<file path="config.mk">
export PLATFORM = sky130hd
export DESIGN_NAME = alu_writeback_stage
export DESIGN_NICKNAME = d
export VERILOG_FILES = /design/src/rtl/alu_writeback_stage.sv
export SDC_FILE = /design/constraint.sdc
export NUM_CORES = 1
export LEC_CHECK = 0
export CAP_MARGIN = 20
export CORE_ASPECT_RATIO = 1.5
export CORE_MARGIN = 1.5
export CORE_UTILIZATION = 30
export DETAILED_ROUTE_END_ITERATION = 8
export HOLD_SLACK_MARGIN = 0.06
export PLACE_DENSITY = 0.65
export REMOVE_ABC_BUFFERS = 1
export SLEW_MARGIN = 20
export SYNTH_ARGS = -nofsm -noshare
export SYNTH_HDL_FRONTEND = slang
export SYNTH_SLANG_ARGS = --single-unit
export TNS_END_PERCENT = 20
</file>
<file path="constraint.sdc">
create_clock -name CLK -period 4.3 [get_ports CLK]
set_clock_uncertainty 0.1 [all_clocks]
set_input_delay 0.86 -clock CLK [delete_from_list [all_inputs] [get_ports CLK]]
set_output_delay 0.86 -clock CLK [all_outputs]
set_load 0.02 [all_outputs]
</file>
<file path="src/rtl/alu_writeback_stage.sv">
// alu_writeback_stage: buffers ALU results in a FIFO and drains one register write per cycle.
// Define WB_FORWARD_EN to enable operand forwarding from buffered entries.
module alu_writeback_stage #(
  parameter int DEPTH = 2,
  parameter int CNT_W = 8
) (
  input  logic             CLK,
  input  logic             RESET,
  input  logic             IN_VALID,
  output logic             IN_READY,
  input  logic [31:0]      ALUOut,
  input  logic [4:0]       WriteReg,
  input  logic [5:0]       FuncCode,
  input  logic             WB_STALL,
  output logic             RegWrite,
  output logic [4:0]       WriteRegOut,
  output logic [31:0]      WriteData,
  input  logic [4:0]       ReadReg1,
  input  logic [4:0]       ReadReg2,
  output logic             FWD_HIT_A,
  output logic             FWD_HIT_B,
  output logic [31:0]      FWD_DATA_A,
  output logic [31:0]      FWD_DATA_B,
  output logic [CNT_W-1:0] DROP_CNT
);
  localparam int AW = $clog2(DEPTH);
  localparam int CW = AW + 1;
  logic [AW-1:0] wr_ptr_q, wr_ptr_d, rd_ptr_q, rd_ptr_d;
  logic [CW-1:0] count_q, count_d;
  logic [CNT_W-1:0] drop_q, drop_d;
  logic ready_q, regw_q;
  logic [4:0] wreg_q;
  logic [31:0] wdata_q;
  logic [31:0] mem_data_q [DEPTH];
  logic [4:0] mem_reg_q [DEPTH];
  logic legal, xfer, push, pop;
  assign legal = FuncCode inside {6'd32, 6'd34, 6'd36, 6'd37, 6'd39, 6'd42};
  assign xfer = IN_VALID && ready_q;
  assign push = xfer && legal;
  // pop looks only at the registered count, so a fresh entry never leaves on its arrival edge
  assign pop = (count_q != '0) && !WB_STALL;
  always_comb begin
    wr_ptr_d = push ? wr_ptr_q + 1'b1 : wr_ptr_q;
    rd_ptr_d = pop ? rd_ptr_q + 1'b1 : rd_ptr_q;
    count_d = count_q + CW'(push) - CW'(pop);
    drop_d = drop_q + CNT_W'(xfer && !legal && !(&drop_q));
  end
  always_ff @(posedge CLK or negedge RESET) begin
    if (!RESET) begin
      wr_ptr_q <= '0;
      rd_ptr_q <= '0;
      count_q <= '0;
      drop_q <= '0;
      ready_q <= 1'b1;
      regw_q <= 1'b0;
      wreg_q <= '0;
      wdata_q <= '0;
    end else begin
      wr_ptr_q <= wr_ptr_d;
      rd_ptr_q <= rd_ptr_d;
      count_q <= count_d;
      drop_q <= drop_d;
      ready_q <= count_d != CW'(DEPTH);
      regw_q <= pop;
      wreg_q <= pop ? mem_reg_q[rd_ptr_q] : wreg_q;
      wdata_q <= pop ? mem_data_q[rd_ptr_q] : wdata_q;
    end
  end
  always_ff @(posedge CLK) begin
    if (push) begin
      mem_data_q[wr_ptr_q] <= ALUOut;
      mem_reg_q[wr_ptr_q] <= WriteReg;
    end
  end
  assign IN_READY = ready_q;
  assign RegWrite = regw_q;
  assign WriteRegOut = wreg_q;
  assign WriteData = wdata_q;
  assign DROP_CNT = drop_q;
`ifdef WB_FORWARD_EN
  logic hit_a, hit_b;
  logic [31:0] data_a, data_b;
  // scan oldest to youngest so the youngest match wins
  always_comb begin
    logic [AW-1:0] idx;
    hit_a = 1'b0;
    hit_b = 1'b0;
    data_a = '0;
    data_b = '0;
    for (int i = 0; i < DEPTH; i++) begin
      idx = rd_ptr_q + AW'(i);
      if (CW'(i) < count_q && mem_reg_q[idx] == ReadReg1) begin
        hit_a = 1'b1;
        data_a = mem_data_q[idx];
      end
      if (CW'(i) < count_q && mem_reg_q[idx] == ReadReg2) begin
        hit_b = 1'b1;
        data_b = mem_data_q[idx];
      end
    end
  end
  assign FWD_HIT_A = hit_a;
  assign FWD_HIT_B = hit_b;
  assign FWD_DATA_A = data_a;
  assign FWD_DATA_B = data_b;
`else
  logic unused_rd;
  assign unused_rd = ^{ReadReg1, ReadReg2};
  assign FWD_HIT_A = 1'b0;
  assign FWD_HIT_B = 1'b0;
  assign FWD_DATA_A = '0;
  assign FWD_DATA_B = '0;
`endif
endmodule

</file>
==> summary.md, run 1 <==
| Metric | Value |
|---|---|
| Worst endpoint data arrival time | 3000 ps |
| Total Routing Usage GR | 0.1133 |
| Pins Over Slew Limit | 0 |
| Max incr delay on CP | 500 ps |
| Setup CP Type | in2reg |
| N_diodes | 0 |
| Share of cells above drive strength 1 | 0.09072 |
| Die span in y | ~160 um |
| Worst setup SP type | input pin |
| Routed length per instance | 14.03 um |
| Clk_lat worst skew | just under 400 ps |
| P_leak | 2.626 nW |
| FMAX | 359.0 MHz |
| Antenna Nets Post-Route | 0 |
| Vias in the first global route | 2920 |
| Tmin final | 2785 ps |
| Setup TNS | 0 ps |
| Worst-margin pin slew | 720.9 ps |
| Final Hold Fails | 0 |
| Post-synth ARST share | 0.4080 |
| CTS root buf | clkbuf_16 |
| Syn-to-layout area delta | 28.92% |
| Via count | a little under 3000 |
| First-pass GRT wire length | roughly 15000 um |
| Critical-path top delay cell | clkdlybuf4s50_1 |
| Number of flops mapped to enable cells by yosys | 74 |
| Die area | approximately 18000 um2 |
| Antenna violations before repair | 0 |
| CORE AREA | 16690 um2 |
| DR iter-0 viols | between 100 and 150 |
| Gr ovfl total | 0 |
| DRT Pass-1 Iters | 4 |
| Gate count of the mapped netlist | approximately 360 |
| Final net count | 523 |
| Final setup fails | 0 |
| CP cell instances | clkdlybuf4s50_1 > nor3b_1 > a22oi_2 > or2_1 > ha_1 > inv_1 > ha_1 > xnor2_1 > xnor2_1 > nand2b_1 |
| Register area share after synthesis | 0.6855 |
| DP Wirelength | ~6400 um |
| CTS tree | yes |
| CTS resizes | 0 |
| Pin count of the biggest net entering global routing | 76 |
| Fillers | 1582 |
| Hold bufs inserted after CTS | 0 |
| Io pins | 170 |
| Status | finished, final reports clean |
| Required @ worst endpoint | ~4500 ps |
| DRC viols | 0 |
| Die X | 109.5 um |
| Synth cell types | 32 |
| Mean Syn Cell Area | about 14 um2 |
| Row count | 58 |
| Hold Crit Class | in2async |
| CTS sink count | 125 |
| CP Max Fanout | 5 |
| Clk slew on worst S/H paths | 60 ps |
| VDD IR max | 403.1 uV |
| Max-slew headroom | 0.5194 |
| Synthesized cell area | 5105 um2 |
| Final period utilization | 0.6477 |
| CP Capture Type | flop |
| Postcts setup bufs | 0 |
| Initial Utilization | 0.3058 |
| PortBufs | 93 |
| Unrepaired setup endpoints after global routing | no |
| Primary FF master, synth | edfxtp_1 |
| Synth Register Bits | 125 |
| GP Congestion | 0.6883 |
| Vias/cell | 4.231 |
| Total CTS buffers | 17 |
| Htree depth | 4 |
| Tot Pwr | 4.337 mW |
| PwrDens | roughly 660 nW/um2 |
| Yosys warns | 0 |
| Clock buffer depth | 2 |
| Max_cap viols | 0 |
| DRT Wirelength | 9599 um |
==> Yosys cell counts (all sizes together) (2+ instances only) <==
library cell,number,area [um2]
xor2,2,17.52
edfxtp,74,2222
clkbuf,3,11.26
ha,4,50.05
nor3b,2,20.02
inv,3,11.26
nand2,41,153.9
dfrtp,50,1251
nor3,3,15.01
buf,75,568.0
mux2i,38,380.4
nand3,4,20.02
o21ai,37,185.2
xnor2,7,61.31
nand4,2,12.51
==> critical path: cells and delay by family <==
family                   cells  cell delay (ps)
XOR/XNOR                     2              340
buffers and inverters        2              540
AO/OA/AOI/OAI                1              160
adder cells (fa/ha/maj)      2              450
AND/OR/NAND/NOR              3              650
==> cells by family after synthesis <==
kind of cell,after synthesis,share of synthesized area
AOI/OAI and AO/OA,41,0.04436
xor gates and xnor gates,9,0.01544
adders and majority gates,4,0.009804
buffers and inverters,81,0.1157
DFF,125,0.6855
muxes,38,0.07451
other,1,0.0007346
and+or+nand+nor,59,0.05392
==> where the power goes <==
part	internal (mW)	switching, mW
Sequential	1.52	0.199
Combinational	0.609	0.693
Clock	0.818	0.496
==> through the flow <==
| step | hold WS (ps) | cells | util | setup slack [ps] | cell area [um2] |
|---|---|---|---|---|---|
| after floorplan | 385.5 | 345 | - | -131.8 | 4770 |
| after global placement | 365.0 | 653 | 0.3612 | 1183 | 6030 |
| after detailed placement | 373.3 | 653 | 0.3612 | 1122 | 6030 |
| after CTS | 386.4 | 684 | 0.3943 | 1528 | 6581 |
| after global routing | 413.9 | 684 | 0.3943 | 1353 | 6581 |
| final | 378.2 | 684 | 0.3943 | 1515 | 6581 |
==> state kept, by name, indices dropped and copies added (netlist names) <==
register,cells
RegWrite,1
WriteRegOut,5
mem_reg_q,10
mem_data_q,64
WriteData,32
DROP_CNT,8
rd_ptr_q,1
IN_READY,1
count_q,2
wr_ptr_q,1
==> per-layer routing <==
layer | part of all wire | track usage
met5 | 0 | 0
met2 | 0.54 | 0.2075
met4 | 0.011 | 0.03542
met3 | 0.065 | 0.03321
met1 | 0.38 | 0.1228
==> cells in the final DEF, fill, tap and decap left out, drive strengths merged, types with 2 or more instances in the layout <==
master and count:
conb 66, ha 4, o21ai 37, dfrtp 50, nand4 2, clkbuf 20
nor3 3, buf 6, edfxtp 74, xnor2 7, nor3b 2, clkinv 4
nand3 4, xor2 2, inv 4, clkdlybuf4s50 92, nand2 41, mux2i 38
clkinvlp 5
==> cell type report <==
cell class	instances	area, um2	area share
repair buffers	98	975.9	0.1483
inverters	3	11.26	0.001711
multi-input cells	217	1279	0.1943
well taps	210	262.8	0.03992
clock inverters	11	95.09	0.01445
flip-flops and latches	125	3501	0.5319
clock buffers	20	456.7	0.06939
==> path summary, 6_finish.rpt <==
kind                                    from           end  slack (ps)  depth (start not counted)
worst min register to register  WriteData[6]  WriteData[6]         380                          2
worst max-delay path             FuncCode[0]      IN_READY        1510                         10
worst max register to register      IN_READY      IN_READY        2310                          8
max in group asynchronous              RESET      IN_READY        2860                          2
min in group CLK                WriteData[6]  WriteData[6]         380                          2
worst min-delay path                   RESET  WriteData[3]         380                          1
Note: power is estimated with default switching activity, not from simulation.
==> run 2: changes to the inputs <==
PLACE_DENSITY = 0.68   (was 0.65)
clock period = 2.5 ns   (was 4.3 ns; I/O delays follow)
==> run 2 against run 1 <==
Critical endpoint unchanged. Cell area grew 2.7%. Combinational power grew 80%. Sequential power grew 68%. Clock-buffer cell count shrank 3. Worst setup slack lost 1300 ps. Final cell count grew 1.5%. First-iteration DRC count is the same. Register-to-register slack lost 1800 ps. Routed wire length shrank 0.97%. Via count is essentially flat. Critical path depth is the same.
==> summary.md, run 2 (same netlist as run 1, synthesis figures left out) <==
| Metric | Value |
|---|---|
| Htree depth | 4 (unchanged) |
| DRC viols | 0 (unchanged) |
| Max-slew headroom | 0.5173 (was 0.5194) |
| Most frequent cells in the layout | clkdlybuf4s50_1, edfxtp_1, conb_1 (unchanged) |
| Final setup fails | 0 (unchanged) |
| Most common cell after layout, fill and taps aside | clkdlybuf4s50_1 (unchanged) |
| Syn-to-layout area delta | 32.40% (was 28.92%) |
| Clk_lat worst skew | 400 ps (was 390 ps) |
| Worst setup SP type | input pin (unchanged) |
| Sequential cell area | 3501 um2 (unchanged) |
| CTS root buf | clkbuf_16 (unchanged) |
| Unrepaired setup endpoints after global routing | no (unchanged) |
| Final period utilization | 0.9249 |
| Gr ovfl total | 0 (unchanged) |
| DRT Wirelength | 9506 um (was 9599 um) |
| Clk slew on worst S/H paths | 60 ps (about the same) |
| Post-Place Cell Area | 6115 um2 (was 6030 um2) |
| Setup TNS | 0 ps (unchanged) |
| CTS tree | yes (unchanged) |
| Total Routing Usage GR | 0.1127 (was 0.1133) |
| Final net count | 532 (was 523) |
| First-pass GRT wire length | 14860 um (was 14970 um) |
| Antenna violations before repair | 0 (unchanged) |
| Fillers | 1549 (was 1582) |
| Routed length per instance | 13.70 um (was 14.03 um) |
| N_diodes | 0 (unchanged) |
| Pins Over Slew Limit | 0 (unchanged) |
| DRT Pass-1 Iters | 4 (unchanged) |
| Initial Utilization | 0.3058 (unchanged) |
| Pin count of the biggest net entering global routing | 76 (unchanged) |
| Tot Pwr | 7.876 mW (was 4.337 mW) |
| Setup CP Type | in2reg (unchanged) |
| Clock buffer depth | 2 (unchanged) |
| Required @ worst endpoint | 2730 ps (was 4520 ps) |
| Share of cells above drive strength 1 | 0.1116 (was 0.09072) |
| Largest register by flop count | mem_data_q (unchanged) |
| Row count | 58 (unchanged) |
| CTS resizes | 0 (unchanged) |
| CORE AREA | 16690 um2 (unchanged) |
| GP Congestion | 0.7029 (was 0.6883) |
| Via count | 2892 (was 2894) |
| Largest register FFs | 64 (unchanged) |
| CP Capture Type | flop (unchanged) |
| DR iter-0 viols | 105 (unchanged) |
| VDD IR max | 691.1 uV (was 403.1 uV) |
| P_leak | 2.724 nW (was 2.626 nW) |
| Vias/cell | 4.167 (was 4.231) |
| PwrDens | 1165 nW/um2 (was 659.0 nW/um2) |
| Die area | 17820 um2 (unchanged) |
| Max_cap viols | 0 (unchanged) |
| CP Max Fanout | 3 (was 5) |
| Worst endpoint data arrival time | 2540 ps (was 3000 ps) |
| Total CTS buffers | 17 (unchanged) |
| Vias in the first global route | 2860 (was 2920) |
| Status | finished, final reports clean (unchanged) |
| Tmin final | 2312 ps |
| CTS sink count | 125 (unchanged) |
| Die span in y | 162.8 um (unchanged) |
| FMAX | 432.5 MHz |
| Cell area after layout | 6759 um2 (was 6581 um2) |
| Multi-input gate area | 1279 um2 (unchanged) |
| Worst-margin pin slew | 724.0 ps (was 720.9 ps) |
| Final Hold Fails | 0 (unchanged) |
| Die X | 109.5 um (unchanged) |
| DP Wirelength | 6328 um (was 6373 um) |
| Antenna Nets Post-Route | 0 (unchanged) |
| PortBufs | 93 (unchanged) |
| Io pins | 170 (unchanged) |
| Final design utilization | 0.4049 (was 0.3943) |
| Hold Crit Class | reg2reg (was in2async) |
==> run 2: changes by cell type in the layout (fill, tap and decap cells not counted), sizes merged <==
cell	before	now
inv	4	9
buf	6	14
clkinvlp	5	2
clkbuf	20	17
dlygate4sd3	0	1
clkinv	4	3
bufinv	1	4
==> run 2: power breakdown <==
group,switching (mW),internal [mW],total [mW]
clock,0.962,1.69,2.65
combinational,1.26,1.07,2.34
sequential,0.267,2.62,2.89
==> run 2: area by class of cell <==
type | count | area share
flip-flops and latches | 125 | 0.5180
clock buffers | 17 | 0.06294
inverters | 3 | 0.001666
repair buffers | 107 | 0.1585
multi-input cells | 217 | 0.1892
clock inverters | 15 | 0.03091
well taps | 210 | 0.03887
==> run 2: what timing repair did <==
item                      4_1_cts  5_1_grt
hold endpoints to repair       20        0
buffers inserted                0        0
hold buffers                    1        0
==> run 2: worst max-delay path: stages <==
cell and delay (ps):
clkdlybuf4s50_1 490, mux2i_1 290, a22oi_2 110, or2_1 240
ha_1 270, inv_1 30, ha_1 180, xnor2_1 130
xnor2_1 210, nand2b_1 80
==> run 2: routing by layer <==
metal / track usage / vias up / share of wire
li1: - / 1357 / -
met1: 0.1232 / 1400 / 0.39
met2: 0.2021 / 130 / 0.54
met3: 0.03001 / 5 / 0.054
met4: 0.04604 / 0 / 0.010
met5: 0 / - / 0
==> run 2: final timing paths <==
kind / to / slack, ps / startpoint / cells past startpoint
hold reg to reg: WriteData[6] / 380 / WriteData[6] / 2
hold / removal: WriteData[6] / 380 / WriteData[6] / 2
min in group asynchronous: WriteData[12] / 530 / RESET / 2
setup reg to reg: IN_READY / 500 / IN_READY / 8
max in group asynchronous: WriteData[1] / 1070 / RESET / 3
setup / recovery: IN_READY / 190 / FuncCode[1] / 10
==> run 2: through the flow <==
step / hold WS [ps] / setup slack (ps) / instances
finish: 377.4 / 187.8 / 694
global route: 406.2 / 81.57 / 694
CTS: 385.2 / 185.5 / 694
detailed placement: 374.5 / -238.8 / 661
global placement: 365.6 / -189.8 / 661
floorplan: 104.4 / -1572 / 345
==> run 3: changes to the inputs <==
CORE_ASPECT_RATIO = 1.75   (was 1.5)
==> run 3 against run 2 <==
Sequential share of layout area hardly changed. Largest cell class unchanged. Final cell count is 1.9% higher. Critical path type unchanged. Hold slack better by 4.3 ps. Global-route usage is 0.46 points higher.
==> summary.md, run 3 (same netlist as run 1, synthesis figures left out) <==
| Metric | Value |
|---|---|
| Setup CP Type | in2reg (unchanged) |
| WHS Path Cells | 2 (unchanged) |
| Hold bufs inserted after CTS | 1 (unchanged) |
| Final net count | 531 (was 532) |
| Largest register FFs | 64 (unchanged) |
| DR iter-0 viols | 83 (was 105) |
| CTS tree | yes (unchanged) |
| Row count | 62 (was 58) |
| Worst Hold Launch | WriteData[19] (was WriteData[6]) |
| Routed length per instance | 13.95 um (was 13.70 um) |
| First-pass GRT wire length | 15400 um (was 14860 um) |
| DRT Pass-1 Iters | 4 (unchanged) |
| Max incr delay on CP | 500 ps (was 490 ps) |
| FMAX | 435.9 MHz (was 432.5 MHz) |
| CP Max Fanout | 4 (was 3) |
| Critical-path top delay cell | clkdlybuf4s50_1 (unchanged) |
| Pins Over Slew Limit | 0 (unchanged) |
| Die X | 101.6 um (was 109.5 um) |
| Final Hold Fails | 0 (unchanged) |
| Final setup fails | 0 (unchanged) |
| Vias in the first global route | 3086 (was 2860) |
| Final period utilization | 0.9176 (was 0.9249) |
| Most frequent cells in the layout | clkdlybuf4s50_1, edfxtp_1, conb_1 (unchanged) |
| Place WS | -230.3 ps (was -238.8 ps) |
| Critical path startpoint | FuncCode[5] (was FuncCode[1]) |
| Hold Crit Class | reg2reg (unchanged) |
| Required @ worst endpoint | 2730 ps (about the same) |
| Final worst-path setup slack | 206.1 ps (was 187.8 ps) |
| CORE AREA | 16520 um2 (was 16690 um2) |
| Met3 routed WL | 595 um (was 516 um) |
| N_diodes | 0 (unchanged) |
| R2r setup slk | 570 ps (was 500 ps) |
| Gr ovfl total | 0 (unchanged) |
| VDD IR max | 492.4 uV (was 691.1 uV) |
| Antenna violations before repair | 0 (unchanged) |
| Unrepaired setup endpoints after global routing | no (unchanged) |
| Io pins | 170 (unchanged) |
| CTS root buf | clkbuf_16 (unchanged) |
| P_leak | 2.721 nW (was 2.724 nW) |
| Antenna Nets Post-Route | 0 (unchanged) |
| R2R Path End | IN_READY (unchanged) |
| Total Routing Usage GR | 0.1173 (was 0.1127) |
| Clk slew on worst S/H paths | 50 ps (was 60 ps) |
| Die span in y | 175.6 um (was 162.8 um) |
| DRT Wirelength | 9862 um (was 9506 um) |
| Pin count of the biggest net entering global routing | 76 (unchanged) |
| R2R depth | 8 (unchanged) |
| Most common cell after layout, fill and taps aside | clkdlybuf4s50_1 (unchanged) |
| Clock buffer depth | 2 (unchanged) |
| Uppermost layer routed | met4 (unchanged) |
| Htree depth | 4 (unchanged) |
| PwrDens | 1142 nW/um2 (was 1165 nW/um2) |
| Syn-to-layout area delta | 32.43% (was 32.40%) |
| CTS sink count | 125 (unchanged) |
| Total CTS buffers | 17 (unchanged) |
| Routed met2 length | 5493 um (was 5137 um) |
| Share of cells above drive strength 1 | 0.1056 (was 0.1116) |
| Via count | 2895 (was 2892) |
| WHS Endpoint | WriteData[19] (was WriteData[6]) |
| PortBufs | 93 (unchanged) |
| Vias/cell | 4.095 (was 4.167) |
| Max_cap viols | 0 (unchanged) |
| Worst-margin pin slew | 729.4 ps (was 724.0 ps) |
| Worst Hold Margin | 381.8 ps (was 377.4 ps) |
| Initial Utilization | 0.3090 (was 0.3058) |
| Sequential cell area | 3501 um2 (unchanged) |
| CTS resizes | 0 (unchanged) |
| Postcts setup bufs | 0 (unchanged) |
| Final design utilization | 0.4091 (was 0.4049) |
| Tmin final | 2294 ps (was 2312 ps) |
| Multi-input gate area | 1279 um2 (unchanged) |
| Fillers | 1562 (was 1549) |
| DP Wirelength | 6637 um (was 6328 um) |
| CP cell instances | clkdlybuf4s50_1 > nor3b_1 > a22oi_2 > or2_1 > ha_1 > inv_1 > ha_1 > xnor2_1 > xnor2_1 > nand2b_1 (was clkdlybuf4s50_1 > mux2i_1 > a22oi_2 > or2_1 > ha_1 > inv_1 > ha_1 > xnor2_1 > xnor2_1 > nand2b_1) |
| Worst setup SP type | input pin (unchanged) |
| Clk_lat worst skew | 410 ps (was 400 ps) |
| R2R Path Start | IN_READY (unchanged) |
| DRC viols | 0 (unchanged) |
| Setup TNS | 0 ps (unchanged) |
| CP Capture Type | flop (unchanged) |
| Die area | 17840 um2 (was 17820 um2) |
| Max-slew headroom | 0.5137 (was 0.5173) |
| Worst endpoint data arrival time | 2530 ps (was 2540 ps) |
| Met1 WL | 3544 um (was 3754 um) |
| Largest register by flop count | mem_data_q (unchanged) |
| Status | finished, final reports clean (unchanged) |
| GP Congestion | 0.6809 (was 0.7029) |
## run 3: cell types whose count changed in the layout (fill, tap and decap cells not counted)
cell        delta
inv_6          -5
bufinv_16      -4
clkbuf_16      +4
clkbuf_8       +3
buf_4          -2
clkbuf_1       +2
inv_4          +2
buf_12         +1
clkinvlp_4     -1
inv_8          -1
## run 3: critical path: cells and delay by family
kind | cells | cell delay, ps
AND/OR/NAND/NOR | 3 | 590
adder cells (fa/ha/maj) | 2 | 450
AO/OA/AOI/OAI | 1 | 120
XOR/XNOR | 2 | 330
buffers and inverters | 2 | 540
## run 3: layout make-up
type / count / share of cell area
clock inverter: 6 / 0.005738
clock buffer: 26 / 0.08495
timing repair buffer: 106 / 0.1592
tap: 224 / 0.04146
inverter: 3 / 0.001666
multi-input combinational: 217 / 0.1892
sequential: 125 / 0.5179
## run 3: how the worst max path moves through the flow
stage / end / slack [ps] / depth (start not counted)
final: IN_READY / 210 / 10
after global routing: IN_READY / 40 / 10
after CTS: IN_READY / 190 / 10
after detailed placement: IN_READY / -230 / 10
after global placement: IN_READY / -150 / 10
after floorplan: mem_data_q[1][0] / -1570 / 3
## run 3: per-layer routing
| layer | vias up | track usage |
|---|---|---|
| li1 | 1348 | - |
| met1 | 1382 | 0.1084 |
| met2 | 147 | 0.2222 |
| met3 | 18 | 0.03502 |
| met4 | 0 | 0.06134 |
| met5 | - | 0 |
## run 3: metrics by stage
step	std cells	power (mW)	instance area [um2]
finish	707	7.720	6760
global route	707	8.126	6760
CTS	707	7.840	6760
detailed placement	674	5.354	6137
global placement	674	5.272	6137
floorplan	345	4.196	4770
## run 3: power by group
part	internal, mW	switching, mW	leakage, nW
combinational	1.09	1.22	1.13
clock	1.58	0.860	0.304
sequential	2.62	0.347	1.29
==> RTL change 1, RTL diff (flow settings as in run 3) <==
Set the parameter `DEPTH` to 4 (it was 2).
--- a/src/rtl/alu_writeback_stage.sv
+++ b/src/rtl/alu_writeback_stage.sv
@@ -1,7 +1,7 @@
 // alu_writeback_stage: buffers ALU results in a FIFO and drains one register write per cycle.
 // Define WB_FORWARD_EN to enable operand forwarding from buffered entries.
 module alu_writeback_stage #(
-  parameter int DEPTH = 2,
+  parameter int DEPTH = 4,
   parameter int CNT_W = 8
 ) (
   input  logic             CLK,
Function: changed (Yosys sat finds a counterexample within 4 cycles, from zero or initial values and one cycle with RESET low).
==> RTL change 1 against run 3 <==
- setup slack worse by 130 ps
- wire length is 51% higher
- sequential cell count increased by 77
- die area grew 55%
- synthesized area increased by 57%
- synthesized cell count is 13% higher
- power increased by 38%
- cell area up 48%
==> RTL change 1: results (changes against run 3) <==
| Metric | Value |
|---|---|
| Max FFs per register | 128 (+100%) |
| Hold WC Path Type | flip-flop to flip-flop |
| Seq/Total Area, Yosys | 72.37% (+3.8 points) |
| Vias in the first global route | 4113 (+33%) |
| Synth Area in XOR/XNOR | 1.203% (-0.34 points) |
| First DRT Iteration DRCs | 167 (+100%) |
| Reg2Reg Depth | 9 (+1) |
| Post-DR wirelength/cell | 17.16 um (+23%) |
| Root buffer cell | clkbuf_16 |
| Endpoint of the worst hold path | WriteData[4] |
| Compound-Gate Fraction of Synth Area | 0.2187% (-4.2 points) |
| Post-synth ARST share | 26.73% (-14 points) |
| Number of synthesized flops with an enable pin | 148 (+100%) |
| Ys Warns | 0 (unchanged) |
| Hold depth | 1 (-1) |
| Yosys cell types | 29 (-9.4%) |
| Worst Path Arrival | 2750 ps (+220 ps) |
| Top Metal Used | met4 |
| Hold Crit Start | WriteData[4] |
| Normalized max-slew margin | 58.10% (+6.7 points) |
| Static Leak | 3.634 nW (+34%) |
| Clock slew at reported path FFs | 70 ps (+20 ps) |
| Flop2flop setup slack | 290 ps (-280 ps) |
| Adder-cell area share of the yosys netlist | 1.500% (+0.52 points) |
| Status | finished, final reports clean |
| Routed wl met2 | 8563 um (+56%) |
| WL met3 | 654 um (+9.9%) |
| Final Instance Count excl. Fillers | 870 (+23%) |
| Total CTS buffers | 19 (+2) |
| Initial antenna violation count | 0 (unchanged) |
| Number of instances in the placed design | 833 (+24%) |
| VDD IR max | 0.0005302 V (+7.7%) |
| Placer Congestion | 0.7123 (+4.6%) |
| CP max FO | 2 (-2) |
| Count of input and output buffers | 93 (unchanged) |
| Vias/cell | 4.376 (+6.9%) |
| Dpl hpwl | 9796 um (+48%) |
| Clock tree buffer depth | 3 (+1) |
| First-pass GRT wire length | 22620 um (+47%) |
| Share of the synthesized area in the top cell type | 55.48% (+12 points) |
| Hold slack | 407.3 ps (+25.56 ps) |
| Remaining Overflow, GRT | 0 (unchanged) |
| Largest Register | mem_data_q |
| Layout cells sized above 1 | 26.92% (+16 points) |
| Launching point of the worst reg2reg path | count_q[1] |
| Met1 wire length | 5328 um (+50%) |
| Worst skew pair latency | 500 ps (+90 ps) |
| Grt met3 use | 1.731% (-1.8 points) |
| Synth cell count leaders | edfxtp_1, buf_4, dfrtp_1 |
| DRT Pass-1 Iters | 4 (unchanged) |
| Syn Area/Cell | 19.73 um^2 (+38%) |
| Grt met1 use | 10.98% (+0.14 points) |
| Largest net degree at the start of global routing | 41 (-46%) |
| Grt met2 use | 21.53% (-0.69 points) |
| Nets | 599 (+13%) |
| Mux share of post-synthesis cell area | 15.87% (+8.4 points) |
| Area contributors post-synth | edfxtp_1, dfrtp_1, mux4_2 |
| GRT Overall Usage | 10.85% (-0.88 points) |
| Clock H-tree levels | 1 (-3) |
| RR Endpoint | IN_READY |
==> RTL change 1: cell count changes after synthesis, sizes merged, moves of 4 or more <==
cell    before  now
edfxtp      74  148
mux2         0   38
mux2i       38    1
mux4         0   37
nand2       41    4
o21ai       37    0
and2         1    5
ha           4    8
==> RTL change 1: worst max-delay path: stages <==
cell	delay [ps]
clkdlybuf4s50_1	450
nor3b_2	200
a22o_1	170
nor2b_4	160
inv_2	50
ha_4	250
inv_1	40
ha_2	170
fa_2	370
xnor2_2	170
xnor2_2	140
nand2_1	80
==> RTL change 1: repair_timing <==
item	CTS	global route
hold endpoints to repair	19	0
setup endpoints to repair	2	2
buffers inserted	0	2
hold buffers	1	0
gates resized for setup	3	11
pin swaps	2	7
==> RTL change 1: worst max-delay path by stage <==
stage,end,cells past startpoint,startpoint
after floorplan,IN_READY,7,WB_STALL
after global placement,IN_READY,12,FuncCode[4]
after detailed placement,IN_READY,12,FuncCode[3]
after CTS,IN_READY,12,FuncCode[3]
after global routing,IN_READY,12,FuncCode[0]
final,IN_READY,12,FuncCode[0]
==> RTL change 1: stage by stage <==
stage	setup WS (ps)	area, um^2	util [%]
2_1_floorplan	-1119	7691	-
3_3_place_gp	-496.2	9285	35.18
3_5_place_dp	-600.4	9285	35.18
4_1_cts	5.749	9935	37.64
5_1_grt	-44.28	9997	37.88
6_report	71.75	9997	37.88
==> RTL change 1: cell type report <==
type                    count  area, um^2
multi-input cells         185        1929
clock buffers              24       514.2
well taps                 324       405.4
clock inverters            10       115.1
repair buffers            119        1211
inverters                   6       22.52
flip-flops and latches    202        5799
fillers                  2351       16390
==> RTL change 1: report_power, final <==
part,switching [mW],total (mW),internal [mW]
combinational,1.53,3.27,1.74
clock,1.22,2.91,1.68
sequential,0.353,4.45,4.10
total,3.10,10.6,7.52
==> RTL change 2, RTL diff (config.mk and constraints of run 3) <==
Without the edit above. `wdata_q` no longer has a reset.
--- a/src/rtl/alu_writeback_stage.sv
+++ b/src/rtl/alu_writeback_stage.sv
@@ -54,7 +54,6 @@
       ready_q <= 1'b1;
       regw_q <= 1'b0;
       wreg_q <= '0;
-      wdata_q <= '0;
     end else begin
       wr_ptr_q <= wr_ptr_d;
       rd_ptr_q <= rd_ptr_d;
@@ -63,8 +62,11 @@
       ready_q <= count_d != CW'(DEPTH);
       regw_q <= pop;
       wreg_q <= pop ? mem_reg_q[rd_ptr_q] : wreg_q;
-      wdata_q <= pop ? mem_data_q[rd_ptr_q] : wdata_q;
     end
+  end
+
+  always_ff @(posedge CLK) begin
+    wdata_q <= pop ? mem_data_q[rd_ptr_q] : wdata_q;
   end
   always_ff @(posedge CLK) begin
     if (push) begin
Behaviour: differs if RESET is asserted again (counterexample within 4 cycles, from zero or initial values and one cycle with RESET low); with RESET held inactive, the same outputs for 10 cycles.
==> RTL change 2 against run 3 <==
- wire length fell by 11%
- setup slack lost 52 ps
- non-clock buffer count unchanged
- first-iteration DRC count grew 22%
- via count fell by 13%
- cell area is 2.1% lower
- sequential cell count did not move
- clock power grew 2%
- highest routed layer unchanged
- sequential power decreased by 2%
- maximum frequency shrank 2.2%
- register-to-register slack lost 110 ps
- power decreased by 9.4%
- synthesized area shrank 2.6%
- global-route usage decreased by 0.73 points
==> RTL change 2: results (changes against run 3) <==
| Metric | Value |
|---|---|
| Status | finished, final reports clean |
| Yosys cell types | 31 (-3.1%) |
| Clock Network Area Fraction | 9.187% (+0.12 points) |
| Fmax | 426.3 MHz (-2.2%) |
| Nets | 467 (-12%) |
| Filler instances | 1498 (-4.1%) |
| Clkbuf count | 18 (-31%) |
| Data buffer area share | 16.11% (+0.19 points) |
| Number of instances in the placed design | 577 (-14%) |
| Grt met1 use | 11.46% (+0.62 points) |
| Synthesized instance count | 287 (-20%) |
| Hold slack | 332.3 ps (-49.48 ps) |
| Vias in the first global route | 2668 (-14%) |
| Adder-cell area share of the yosys netlist | 1.006% (+0.026 points) |
| DP Area | 5991 um^2 (-2.4%) |
| Post-synth ARST share | 15.20% (-26 points) |
| Synth Area in XOR/XNOR | 1.585% (+0.041 points) |
| Final Instance Count excl. Fillers | 611 (-14%) |
| Largest net degree at the start of global routing | 38 (-50%) |
| Seq/Total Area, Yosys | 73.58% (+5.0 points) |
| Normalized max-slew margin | 45.30% (-6.1 points) |
| Sequential cells | 125 (unchanged) |
| First DRT Iteration DRCs | 101 (+22%) |
| Flop2flop setup slack | 460 ps (-110 ps) |
| Placer Congestion | 0.6702 (-1.6%) |
| VDD IR max | 0.0004471 V (-9.2%) |
| Worst Path Arrival | 2580 ps (+50 ps) |
| Post-CTS Hold Fix Bufs | 0 (-1) |
| Via count | 2516 (-13%) |
| WL met3 | 499 um (-16%) |
| Compound-Gate Fraction of Synth Area | 1.258% (-3.2 points) |
| CP startpoint | FuncCode[4] |
| Routed wire length | 8778 um (-11%) |
| Synth cell count leaders | edfxtp_1, buf_4, mux2_2 |
[RTL change 2: cell types whose count changed in the layout (fill, tap and decap cells not counted), sizes merged, moves of 2 or more]
cell,before,now
bufinv,0,3
o21ai,37,5
edfxtp,74,106
clkinv,3,5
dfrtp,50,18
nand2,41,9
clkinvlp,1,5
clkbuf,26,18
mux2i,38,6
mux2,0,32
[RTL change 2: power by group through the flow]
stage               Clock [mW]  Sequential, mW  Combinational [mW]
finish                    2.49            2.92                1.59
detailed placement           0            2.97                1.61
global route              2.65            2.97                1.71
CTS                       2.55            2.93                1.62
global placement             0            2.95                1.58
floorplan                    0            3.21               0.582
[RTL change 2: logic make-up (layout without fill, tap and decap cells)]
group / after synthesis / in the layout
buffers and inverters: 74 / 141
XOR/XNOR: 9 / 9
flip-flops: 125 / 125
AO/OA/AOI/OAI: 9 / 9
other: 1 / 66
adder cells (fa/ha/maj): 4 / 4
multiplexers: 38 / 38
AND/OR/NAND/NOR: 27 / 27
